$ cat src/rtl/multicycle_ctrl.sv
// multicycle_ctrl -- multi-cycle sequencer for the 16-bit CPU.
//
// Fetches one instruction at a time over a req/ack memory port, decodes it and
// steps through EXECUTE / MEM / WRITEBACK as the opcode requires, driving the
// ALU decoder, register file, PC and memory controls for each phase. Counts
// retired instructions and parks in HALT on a HALT opcode, an illegal encoding
// or a memory request that goes unacknowledged for MEM_TIMEOUT cycles.
//
// Ports
//   clk, rst_n    clock (rising edge) and asynchronous active-low reset
//   start         leave IDLE and start fetching (looked at in IDLE only)
//   instr         instruction register contents, valid from DECODE on
//   alu_zero      ALU result is zero (beq condition)
//   mem_ack       memory finished the current request this cycle
//   ir_we, pc_we, pc_src                    instruction register / PC controls
//   alu_op, alu_func, alu_src_imm           ALU decoder controls
//   reg_we, reg_dst_rd, wb_src_mem          register file write controls
//   mem_req, mem_we, mem_addr_alu           memory port controls
//   halted        in HALT state
//   illegal       sticky: illegal opcode/func caused the halt
//   bus_err       sticky: memory timeout caused the halt
//   instr_count   retired instructions, wraps modulo 2^CNT_W
module multicycle_ctrl #(
  parameter int MEM_TIMEOUT = 16,
  parameter int CNT_W       = 16
) (
  input  logic             clk,
  input  logic             rst_n,
  input  logic             start,
  input  logic [15:0]      instr,
  input  logic             alu_zero,
  input  logic             mem_ack,
  output logic             ir_we,
  output logic             pc_we,
  output logic             pc_src,
  output logic [2:0]       alu_op,
  output logic [3:0]       alu_func,
  output logic             alu_src_imm,
  output logic             reg_we,
  output logic             reg_dst_rd,
  output logic             wb_src_mem,
  output logic             mem_req,
  output logic             mem_we,
  output logic             mem_addr_alu,
  output logic             halted,
  output logic             illegal,
  output logic             bus_err,
  output logic [CNT_W-1:0] instr_count
);

  typedef enum logic [2:0] {
    S_IDLE, S_FETCH, S_DECODE, S_EXECUTE, S_MEM, S_WB, S_HALT
  } state_t;

  // The counter only has to reach MEM_TIMEOUT-1; the cycle that would take it
  // to MEM_TIMEOUT is the one that moves the FSM into HALT instead.
  localparam int             TO_W    = $clog2(MEM_TIMEOUT);
  localparam logic [TO_W-1:0] TO_LAST = TO_W'(MEM_TIMEOUT - 1);

  state_t          state, state_next;
  logic [TO_W-1:0] tcnt, tcnt_next;
  logic            retire, set_illegal, set_bus_err, timeout_hit;

  // Instruction fields.
  logic [2:0] op;
  logic [3:0] func;
  assign op   = instr[15:13];
  assign func = instr[3:0];

  // Register specifiers and the immediate go straight to the datapath.
  logic unused_fields;
  assign unused_fields = ^instr[12:4];

  logic is_rtype, is_addi, is_lw, is_sw, is_beq, is_halt, is_illegal;
  assign is_rtype   = (op == 3'b000);
  assign is_addi    = (op == 3'b001);
  assign is_lw      = (op == 3'b010);
  assign is_sw      = (op == 3'b011);
  assign is_beq     = (op == 3'b100);
  assign is_halt    = (op == 3'b111);
  assign is_illegal = (op == 3'b101) || (op == 3'b110) ||
                      (is_rtype && !(func inside {4'b0000, 4'b0001, 4'b0100,
                                                  4'b0101, 4'b0110, 4'b0111}));

  // NOTE: every signal written below gets a default first, so no path through
  // the case statement can leave one unassigned and infer a latch.
  always_comb begin
    state_next   = state;
    retire       = 1'b0;
    set_illegal  = 1'b0;
    set_bus_err  = 1'b0;
    ir_we        = 1'b0;
    pc_we        = 1'b0;
    pc_src       = 1'b0;
    alu_op       = 3'b000;
    alu_func     = 4'b0000;
    alu_src_imm  = 1'b0;
    reg_we       = 1'b0;
    reg_dst_rd   = 1'b0;
    wb_src_mem   = 1'b0;
    mem_req      = 1'b0;
    mem_we       = 1'b0;
    mem_addr_alu = 1'b0;
    halted       = 1'b0;

    unique case (state)
      S_IDLE: if (start) state_next = S_FETCH;
      S_FETCH: begin
        mem_req = 1'b1;
        if (mem_ack) begin
          ir_we      = 1'b1;
          pc_we      = 1'b1;
          state_next = S_DECODE;
        end
      end
      S_DECODE: begin
        if (is_illegal) begin
          set_illegal = 1'b1;
          state_next  = S_HALT;
        end else if (is_halt) begin
          state_next  = S_HALT;
        end else begin
          state_next  = S_EXECUTE;
        end
      end
      S_EXECUTE: begin
        if (is_rtype) begin
          alu_func   = func;
          state_next = S_WB;
        end else if (is_beq) begin
          alu_func   = 4'b0001;
          pc_we      = alu_zero;
          pc_src     = alu_zero;
          retire     = 1'b1;
          state_next = S_FETCH;
        end else begin
          // addi / lw / sw: address or sum = rs + sext(imm7)
          alu_op      = 3'b001;
          alu_src_imm = 1'b1;
          state_next  = is_addi ? S_WB : S_MEM;
        end
      end
      S_MEM: begin
        mem_req      = 1'b1;
        mem_addr_alu = 1'b1;
        mem_we       = is_sw;
        alu_op       = 3'b001;
        alu_src_imm  = 1'b1;
        if (mem_ack) begin
          retire     = is_sw;
          state_next = is_sw ? S_FETCH : S_WB;
        end
      end
      S_WB: begin
        reg_we     = 1'b1;
        reg_dst_rd = is_rtype;
        wb_src_mem = is_lw;
        retire     = 1'b1;
        state_next = S_FETCH;
      end
      S_HALT:  halted = 1'b1;
      default: state_next = S_HALT;
    endcase

    // A request only ever waits in its own state, so counting consecutive
    // unacknowledged request cycles is enough to detect a hung bus.
    timeout_hit = mem_req && !mem_ack && (tcnt == TO_LAST);
    if (timeout_hit) begin
      state_next  = S_HALT;
      set_bus_err = 1'b1;
    end
    tcnt_next = (mem_req && !mem_ack && !timeout_hit) ? tcnt + TO_W'(1) : '0;
  end

  // NOTE: state registers use non-blocking assignments so every flop samples
  // the pre-edge values regardless of statement order.
  always_ff @(posedge clk or negedge rst_n) begin
    if (!rst_n) begin
      state       <= S_IDLE;
      tcnt        <= '0;
      illegal     <= 1'b0;
      bus_err     <= 1'b0;
      instr_count <= '0;
    end else begin
      state <= state_next;
      tcnt  <= tcnt_next;
      if (set_illegal) illegal <= 1'b1;
      if (set_bus_err) bus_err <= 1'b1;
      if (retire) instr_count <= instr_count + CNT_W'(1);
    end
  end

endmodule

$ cat config.mk
export PLATFORM = sky130hd
export DESIGN_NAME = multicycle_ctrl
export DESIGN_NICKNAME = d
export VERILOG_FILES = /design/src/rtl/multicycle_ctrl.sv
export SDC_FILE = /design/constraint.sdc
export NUM_CORES = 1
export LEC_CHECK = 0
export ABC_AREA = 0
export CAP_MARGIN = 10
export CELL_PAD_IN_SITES_DETAIL_PLACEMENT = 1
export CELL_PAD_IN_SITES_GLOBAL_PLACEMENT = 2
export CORE_UTILIZATION = 26
export DETAILED_ROUTE_END_ITERATION = 10
export GPL_ROUTABILITY_DRIVEN = 0
export PLACE_DENSITY = 0.88
export SYNTH_ARGS = -nofsm -noshare
export SYNTH_HDL_FRONTEND = slang
export SYNTH_SLANG_ARGS = --single-unit
$ cat constraint.sdc
create_clock -name clk -period 2.01 [get_ports clk]
set_input_delay 0.5025 -clock clk [delete_from_list [all_inputs] [get_ports clk]]
set_output_delay 0.5025 -clock clk [all_outputs]
set_load 0.05 [all_outputs]
After elaboration in Yosys (flattened, before gate mapping)
Index checks and enable logic that the tools add are counted.

Bits of input ports: 21. Flip-flop bits (word level): 25. Output and inout bits: 36. Word-level logic and storage cells: 86.

$add $sub $neg: 2. Muxes and demuxes: 41. Eq/ne operators: 23. Reductions and logical operators: 15.

Operators by type and width (number): $mux W3 (9); $mux W1 (24); $eq A3 B3 Y1 const B (7); $pmux W3 S7 (1); $add A16 B1 Y16 const B (1); $eq A4 B3 Y1 const B (4); $eq A3 B2 Y1 const B (4); $mux W4 (3); $ne A3 B3 Y1 const B (3); $eq A3 B1 Y1 const B (2); $logic_not A3 Y1 (2); $pmux W1 S2 (3); $reduce_bool A6 Y1 (1); $add A4 B1 Y4 const B (1); $eq A4 B1 Y1 const B (1); $eq A4 B4 Y1 const B (1); $logic_and A1 B1 Y1 (4); $logic_not A4 Y1 (1); $reduce_and A4 Y1 (1); $logic_not A1 Y1 (3); $pmux W1 S3 (1); $logic_or A1 B1 Y1 (2); $ne A2 B2 Y1 const B (1); $reduce_or A2 Y1 (1).

Depth between registers and ports, before layout
Gate-level depths: netlist of run 1.

Depth in word-level cells: 8. Depth in mapped cells: 8.

Least setup slack after synthesis of run 1
Ideal clock, no wire load.

Kind: register -> output. Start: reg state[1]. End: out wb_src_mem. Arrival: 2.398 ns. Path buffers: 1. Stages on the path, launching flop included: 5. Required time: 1.507 ns. Slack: -0.890 ns. Cells stage by stage: dfrtp_1 > buf_6 > inv_1 > nand3_1 > nor4b_1.

Word-level cells in the longest chain between the ends: 2.

RTL lines: start: declaration (line 60) `state_t state, state_next;`; start signal: assignment (line 185) `state <= state_next;`; $eq A3 B3 Y1 (line 106) `unique case (state)`; $mux W1 (line 106); end: declaration (line 41) `output logic wb_src_mem,`.

Every way passes these cells.

Worst setup path in the final report of run 1
Start: in instr[14]. End: out pc_we.

Word-level cells in the longest chain between the ends: 4. Elaborated cells between the ends (all ways): 5. Classes of those cells: eq/ne (1); mux (3); reduce/logical (1).

RTL lines: start: declaration (line 30) `input logic [15:0] instr,`; $eq A3 B3 Y1 (line 79) `assign is_beq = (op == 3'b100);`; $mux W1 (line 130) `end else if (is_beq) begin`; $mux W1 (*) (line 127) `if (is_rtype) begin`; $pmux W1 S2 (*) (line 106); end: declaration (line 34) `output logic pc_we,`.

Mark *: on every way between the ends. The rest lies on a longest branch, timed or not.

==> results.toml, run 1 <==
[critical_path]
crit_start = "instr[14]"
r2r-start = "state[2]"
reg2reg_slack_ns = 0.20
crit_type = "input pin to primary output"
arrival_ns = 1.52
reg2reg_depth = 7
cp-start-kind = "input pin"
required_ns = 1.51
end_kind = "primary output"
path_max_fanout = 3

[synthesis]
ys_ff_latch = 25
async_flop_share_pct = 100
synth_top_area_share_pct = 42.2
synth-seq-area-share_pct = 42.2
synth_flop_cell = "dfrtp_1"
synth-edff-count = 0
ys_types = 40
postSynthCellCount = 147
yosysWarnings = 0
yosys.area.top_type = "dfrtp_1"
syn_area_per_cell_sq_um = 10.1
ys_top_cells_by_area = "dfrtp_1, xnor2_1, xor2_1"
syn_area_sq_um = 1480

[timing]
final_hold_viol_count = 0
fmax_mhz = 495
final-setup-viol-count = 1
finClkSkew_ns = 0.00289
max_slew_margin_pct = 61.6
layout_worst_path_cycle_share_pct = 100
drv_slew = 0
setup_ws_ns = -0.00927
timing.final.crit_period_ns = 2.02
worst_pin_slew_ns = 0.575
rsz0062_at_grt = "true"

[floorplanning]
die_w_um = 77.5
initial_core_util_pct = 26.9
die-area_sq_um = 6010
ioPinCount = 57
core_sq_um = 5510
die_y_um = 77.5
fp-row-count = 27

[final_layout]
fin_cells = 291
final_layout_size_suffix_gt1_share_pct = 46.6
n_fill_cell = 620
multiInputGateArea_sq_um = 868
final_nets = 243
antennaDiodeCount = 0
ff_latch_area_sq_um = 628
final_cell_area_sq_um = 2450
area_growth_syn_to_layout_pct = 65.1

[place]
pre_cts_ws_ns = -0.514
dp.cells = 278
portBuffers = 45
dp_hpwl_um = 3290
placedInstanceArea_sq_um = 2250

[clock_network]
clk_path_buf_depth = 2
hold_buffers = 0
worstSkewPairLatency_ns = 0.27
cts_tree = "yes"
clock-sinks = 25
h-tree-depth = 1
cts_root_buf = "clkbuf_8"
clkTransAtPathRegs_ns = 0.09
numCtsBuffers = 3

[status]
status = "complete, but fails checks"
violations = "setup timing"

[global_route]
grtUsageTotal_pct = 15.3
antenna_found_initial = 0
grt_pass1_wl_um = 7320
grt_max_degree = 26
grt_pass1_vias = 1476
grt.overflow.total = 0

[pwr]
peakVddDrop_v = 0.000697
pwr_density_cell_nw_per_um2 = 1210
power.leakage_uw = 0.00114

[min_path]
hold_path.class = "flop to flop"
hold_depth = 1
min_from = "tcnt[0]"

[detailed_routing]
wirelength_um = 4520
wire_per_inst_um = 15.5
ant_nets = 0
first_iter_violations = 38
dr.pass1.iters = 3
vias_per_cell = 4.77
drc = 0
vias = 1389

[flow_run]
maxCapViolCount = 0
synthesized netlist by cell type, drive strengths merged, types with 2 or more instances:
cell and n:
clkbuf 2, inv 5, ha 2, nor4 3, and3 9, a2111oi 2, a21oi 4, nor4b 2
nand4 7, nand2b 4, nand2 13, buf 7, xnor2 12, nand3 6, or2 2, nor3 8
xor2 6, nor2 11, a21o 2, dfrtp 25, nor3b 2, o21ai 2
worst paths after layout:
check	endpoint
max	pc_we
min	tcnt[0]
max reg2reg	instr_count[6]
min reg2reg	tcnt[0]
max in group asynchronous	state[1]
min in group asynchronous	state[0]
per-stage QoR:
step           utilization [%]  hold slack [ns]  TNS [ns]  total power [uW]
4_1_cts                   43.1            0.466   -0.0117              2850
2_1_floorplan                -            0.207     -1.84              1880
6_report                  44.5            0.467  -0.00927              2960
5_1_grt                   44.5            0.476    -0.110              3110
3_3_place_gp              40.9            0.442     -6.89              2460
3_5_place_dp              40.9            0.447     -8.35              2490
flip-flops by register name, summed over array words and instances (netlist names):
name / flops
illegal: 1
tcnt: 4
bus_err: 1
instr_count: 16
state: 3
worst max-delay path, stage by stage:
cell and delay [ns]:
buf_8 0.10, or2_4 0.26, nor3_4 0.18, and3_4 0.22, or2_4 0.13, buf_12 0.12
layout by cell type, fill, tap and decap left out, drive strengths merged, types with 6 or more instances in the layout:
| cell | instances |
|---|---|
| clkdlybuf4s50 | 8 |
| nand3 | 6 |
| buf | 67 |
| xnor2 | 12 |
| nand4 | 7 |
| nor3 | 8 |
| xor2 | 6 |
| and3 | 9 |
| nand2 | 13 |
| dfrtp | 25 |
| nor2 | 11 |
final cells by class:
class / count / area share (%)
inverters: 5 / 0.869
clock buffers: 4 / 1.84
repair buffers: 76 / 32.5
flip-flops and latches: 25 / 25.7
well taps: 72 / 3.68
multi-input cells: 109 / 35.5
routing by layer:
| layer | routed length (um) | GRT usage (%) | vias to the layer above | share of wire (%) |
|---|---|---|---|---|
| met3 | 147 | 2.94 | 6 | 3.2 |
| met4 | 48 | 3.21 | 0 | 1.1 |
| met1 | 2080 | 19.4 | 696 | 46 |
| met5 | 0 | 0 | - | 0 |
| met2 | 2240 | 26.7 | 26 | 50 |
| li1 | - | - | 661 | - |
kinds of logic (layout without fill, tap and decap cells):
| group | count (synthesis) | count (layout) | share of synthesized area, % |
|---|---|---|---|
| buffers and inverters | 14 | 85 | 7.17 |
| DFF | 25 | 25 | 42.2 |
| adders and majority gates | 2 | 2 | 1.69 |
| AOI/OAI and AO/OA | 17 | 17 | 9.37 |
| xor gates and xnor gates | 18 | 18 | 10.6 |
| and+or+nand+nor | 70 | 70 | 28.7 |
| other | 1 | 2 | 0.253 |
where the power goes:
part / switching [uW] / leakage, uW / internal [uW]
combinational: 1140 / 0.000794 / 781
sequential: 131 / 0.000324 / 610
clock: 155 / 0.0000228 / 142
timing repair:
action	CTS	global route
resized for setup	24	9
setup buffers	2	6
pin swaps	6	6
cloned	0	1
endpoints found under the setup margin	17	8
(Power assumes the default switching activity.)
==> run 2: changes to the inputs <==
- CAP_MARGIN: 10 -> not set
- clock period: 2.01 -> 2.1 ns (I/O delays scaled with it)
==> results.toml, run 2 (synthesis gave the netlist of run 1 again) <==
[place]
placedInstanceArea_sq_um = 2270
pre_cts_ws_ns = -0.394
portBuffers = 45
dp_hpwl_um = 3060

[final_layout]
reg_top3 = "instr_count x16, tcnt x4, state x3"
final_layout_size_suffix_gt1_share_pct = 39.2
final_nets = 236
multiInputGateArea_sq_um = 878
largest-register = "instr_count"
final_cell_area_sq_um = 2430
ff_latch_area_sq_um = 628
final_cell_mix = "buf_4, dfrtp_1, clkdlybuf4s50_1"
area_growth_syn_to_layout_pct = 63.8
n_fill_cell = 608
largest_reg_flops = 16
antennaDiodeCount = 0
final_common_cell = "buf_4"

[global_route]
grt.overflow.total = 0
grt_pass1_vias = 1399
antenna_found_initial = 0
grtUsageTotal_pct = 14.0
grt_pass1_wl_um = 6810
grt_max_degree = 26

[critical_path]
worstPathCellList = "nand2b_4 -> nor3_4 -> and3_4 -> or2_4 -> buf_12"
path_max_fanout = 4
critical_path.slowest_cell = "dfrtp_2"
required_ns = 1.57
cpPeakStageDelay_ns = 0.44
cp-start-kind = "flop"
crit_type = "flop to primary output"
end_kind = "primary output"
arrival_ns = 1.57

[pwr]
pwr_density_cell_nw_per_um2 = 1140
power.leakage_uw = 0.00108
p_clk_share_pct = 10.5
p_comb_share_pct = 63.6
p_total_uw = 2760
peakVddDrop_v = 0.000929
seqPwrFrac_pct = 25.9
p_sw_uw = 1330
power.internal_uw = 1430
p_sw_share_pct = 48.3

[clock_network]
hold_buffers = 0
clkTransAtPathRegs_ns = 0.09
numCtsBuffers = 3
worstSkewPairLatency_ns = 0.27
h-tree-depth = 1
clock-sinks = 25
clk_path_buf_depth = 2
cts_root_buf = "clkbuf_8"
cts_tree = "yes"

[status]
status = "finished, final reports clean"

[timing]
final-setup-viol-count = 0
worst_pin_slew_ns = 0.601
layout_worst_path_cycle_share_pct = 99.9
rsz0062_at_grt = "true"
finClkSkew_ns = 0.00698
timing.final.crit_period_ns = 2.10
setup_tns_ns = 0
setup_ws_ns = 0.00268
final_hold_viol_count = 0
drv_slew = 0
max_slew_margin_pct = 59.9
holdWs_ns = 0.466
fmax_mhz = 477

[floorplanning]
fp-row-count = 27
initial_core_util_pct = 26.9
core_sq_um = 5510
ioPinCount = 57
die_w_um = 77.5
die_y_um = 77.5
die-area_sq_um = 6010

[detailed_routing]
drc = 0
wire_per_inst_um = 14.1
first_iter_violations = 23
vias = 1316
dr.pass1.iters = 4
vias_per_cell = 4.63
wirelength_um = 4020
ant_nets = 0

[flow_run]
maxCapViolCount = 0

[min_path]
hold_path.class = "flop to flop"
==> run 2: cell count changes in the layout (fill, tap and decap cells not counted), moves of 4 or more <==
cell             before  now
and3_1                6    2
and3_4                1    5
buf_4                46   28
buf_6                 4    0
clkdlybuf4s50_1       8   22
==> run 2: final cells by class <==
class | instances | area share [%]
clock buffer | 3 | 1.70
tap | 72 | 3.71
inverter | 5 | 0.876
sequential | 25 | 25.9
multi-input combinational | 109 | 36.2
timing repair buffer | 69 | 31.4
clock inverter | 1 | 0.309
==> run 2: power groups by stage <==
stage	clock network, uW	logic, uW	registers (uW)
floorplan	0	941	859
global placement	0	1650	709
detailed placement	0	1680	715
CTS	304	1760	709
global route	320	1860	732
finish	289	1760	715
==> run 2: final timing paths <==
path / end / slack (ns) / cells past startpoint / startpoint
hold reg to reg: tcnt[0] / 0.47 / 1 / tcnt[0]
setup reg to reg: instr_count[6] / 0.21 / 7 / state[0]
max in group asynchronous: state[2] / 1.20 / 2 / rst_n
hold / removal: tcnt[0] / 0.47 / 1 / tcnt[0]
min in group asynchronous: instr_count[14] / 0.62 / 2 / rst_n
setup / recovery: pc_we / 0.003 / 5 / state[2]
==> run 2: stage by stage <==
stage,utilization [%],std cells
final,44.1,284
after global routing,44.1,284
after CTS,44.0,284
after detailed placement,41.3,276
after global placement,41.3,276
after floorplan,-,148
==> run 2: critical path, delay by kind of cell (launching register included) <==
kind / cells / cell delay, ns
buffers and inverters: 1 / 0.13
and+or+nand+nor: 4 / 0.74
DFF: 1 / 0.44
==> run 2: metal layers <==
metal	global-route usage (%)	vias up	wire (um)
met2	25.5	21	2150
li1	-	646	-
met5	0	-	0
met4	0.566	0	7
met3	2.59	2	98
met1	17.8	647	1760
==> run 2: timing repair <==
| item | CTS | global route |
|---|---|---|
| gates resized for setup | 22 | 4 |
| setup endpoints to repair | 12 | 12 |
| gates cloned | 0 | 0 |
| pin swaps | 5 | 5 |
| setup buffers | 4 | 0 |
==> run 3: changes to the inputs <==
- CORE_ASPECT_RATIO: not set -> 1.75
- CORE_UTILIZATION: 26 -> 28
- PLACE_DENSITY: 0.88 -> 0.93
- clock period: 2.1 -> 2.61 ns (I/O delays scaled with it)
==> results.toml, run 3 (synthesis gave the netlist of run 1 again) <==
[status]
status = "complete, but fails checks"
violations = "DRC"

[final_layout]
final_layout_size_suffix_gt1_share_pct = 26.8
antennaDiodeCount = 0
area_growth_syn_to_layout_pct = 49.7
final_nets = 229
multiInputGateArea_sq_um = 798
final_cell_mix = "clkdlybuf4s50_1, dfrtp_1, buf_4"
n_fill_cell = 572
largest-register = "instr_count"
largest_reg_flops = 16
reg_top3 = "instr_count x16, tcnt x4, state x3"
final_common_cell = "clkdlybuf4s50_1"
ff_latch_area_sq_um = 626

[timing]
fmax_mhz = 398
finClkSkew_ns = 0.0135
drv_slew = 0
worst_pin_slew_ns = 0.526
final-setup-viol-count = 0
timing.final.crit_period_ns = 2.51
layout_worst_path_cycle_share_pct = 96.2
setup_ws_ns = 0.0991
setup_tns_ns = 0
rsz0062_at_grt = "false"
max_slew_margin_pct = 64.8
final_hold_viol_count = 0

[global_route]
grtUsageTotal_pct = 15.4
antenna_found_initial = 0
grt_pass1_vias = 1427
grt.overflow.total = 0
use_met2_pct = 29.0
grt_pass1_wl_um = 6910
grt_busiest_layer = "met2"
grt.met3_usage_pct = 1.72
grt_max_degree = 26
use_met1_pct = 17.8

[detailed_routing]
vias = 1296
vias_per_cell = 5.00
first_iter_violations = 16
wirelength_um = 3920
dr.pass1.iters = 7
wire_per_inst_um = 15.1
drc = 2
ant_nets = 0

[critical_path]
crit_type = "input pin to primary output"
arrival_ns = 1.86
crit_buf_inv = 3
cp-start-kind = "input pin"
path_delay_family = "buffers and inverters"
cpPeakStageDelay_ns = 0.50
critical_path.slowest_cell = "clkdlybuf4s50_1"
end_kind = "primary output"
path_max_fanout = 5
worstPathCellList = "clkdlybuf4s50_1 -> buf_4 -> nor4_4 -> buf_12"
required_ns = 1.96

[floorplanning]
ioPinCount = 57
die_y_um = 98.3
die-area_sq_um = 5600
fp-row-count = 34
initial_core_util_pct = 29.5
die_w_um = 57.0
core_sq_um = 5020

[pwr]
p_comb_share_pct = 59.9
p_sw_uw = 997
p_sw_share_pct = 49.7
seqPwrFrac_pct = 28.4
p_total_uw = 2010
p_clk_share_pct = 11.7
peakVddDrop_v = 0.000572
power.leakage_uw = 0.00101
power.internal_uw = 1010
pwr_density_cell_nw_per_um2 = 904

[clock_network]
hold_buffers = 0
clock-sinks = 25
cts_setup_buffers = 0
h-tree-depth = 1
cts_root_buf = "clkbuf_8"
numCtsBuffers = 3
worstSkewPairLatency_ns = 0.27
clkTransAtPathRegs_ns = 0.10
clk_path_buf_depth = 2
cts_tree = "yes"

[place]
dp_hpwl_um = 3110
pre_cts_ws_ns = -0.135
portBuffers = 45

[min_path]
hold_path.class = "flop to flop"

[flow_run]
maxCapViolCount = 0
-- run 3: power by group through the flow --
| stage | Combinational [uW] | Sequential [uW] | Clock, uW |
|---|---|---|---|
| after global placement | 1170 | 572 | 0 |
| after floorplan | 724 | 690 | 0 |
| final | 1200 | 570 | 235 |
| after global routing | 1280 | 587 | 256 |
| after CTS | 1210 | 571 | 244 |
| after detailed placement | 1190 | 579 | 0 |
-- run 3: worst paths after layout --
kind	cells past startpoint	slack (ns)	endpoint	from
worst max-delay path	4	0.1	mem_we	instr[15]
worst min-delay path	1	0.47	instr_count[15]	instr_count[15]
worst min register to register	1	0.47	instr_count[15]	instr_count[15]
min in group asynchronous	2	0.74	instr_count[15]	rst_n
max in group asynchronous	2	1.61	bus_err	rst_n
worst max register to register	7	0.72	instr_count[14]	state[1]
-- run 3: routing by layer --
layer  share of wire (%)  wire [um]  vias up
met5                   0          0        -
met4                 1.0         39        0
met3                 3.2        126        2
met2                  57       2230       28
met1                  39       1510      642
li1                    -          -      624
-- run 3: final cells by class --
| class | count | area share [%] |
|---|---|---|
| inverter | 5 | 0.846 |
| clock inverter | 1 | 0.338 |
| multi-input combinational | 109 | 36.0 |
| clock buffer | 3 | 1.86 |
| timing repair buffer | 62 | 29.8 |
| sequential | 25 | 28.2 |
| tap | 54 | 3.04 |
-- run 3: metrics by stage --
stage	instances	util [%]	hold WS, ns	instance area [sq um]
6_report	259	44.2	0.471	2220
5_1_grt	259	44.2	0.505	2220
4_1_cts	259	44.0	0.475	2210
3_5_place_dp	255	42.7	0.461	2140
3_3_place_gp	255	42.7	0.452	2140
2_1_floorplan	148	-	0.357	1500
-- run 3: timing repair --
item / CTS / global route
gates resized for setup: 7 / 1
pin swaps: 3 / 0
endpoints found under the setup margin: 4 / 1
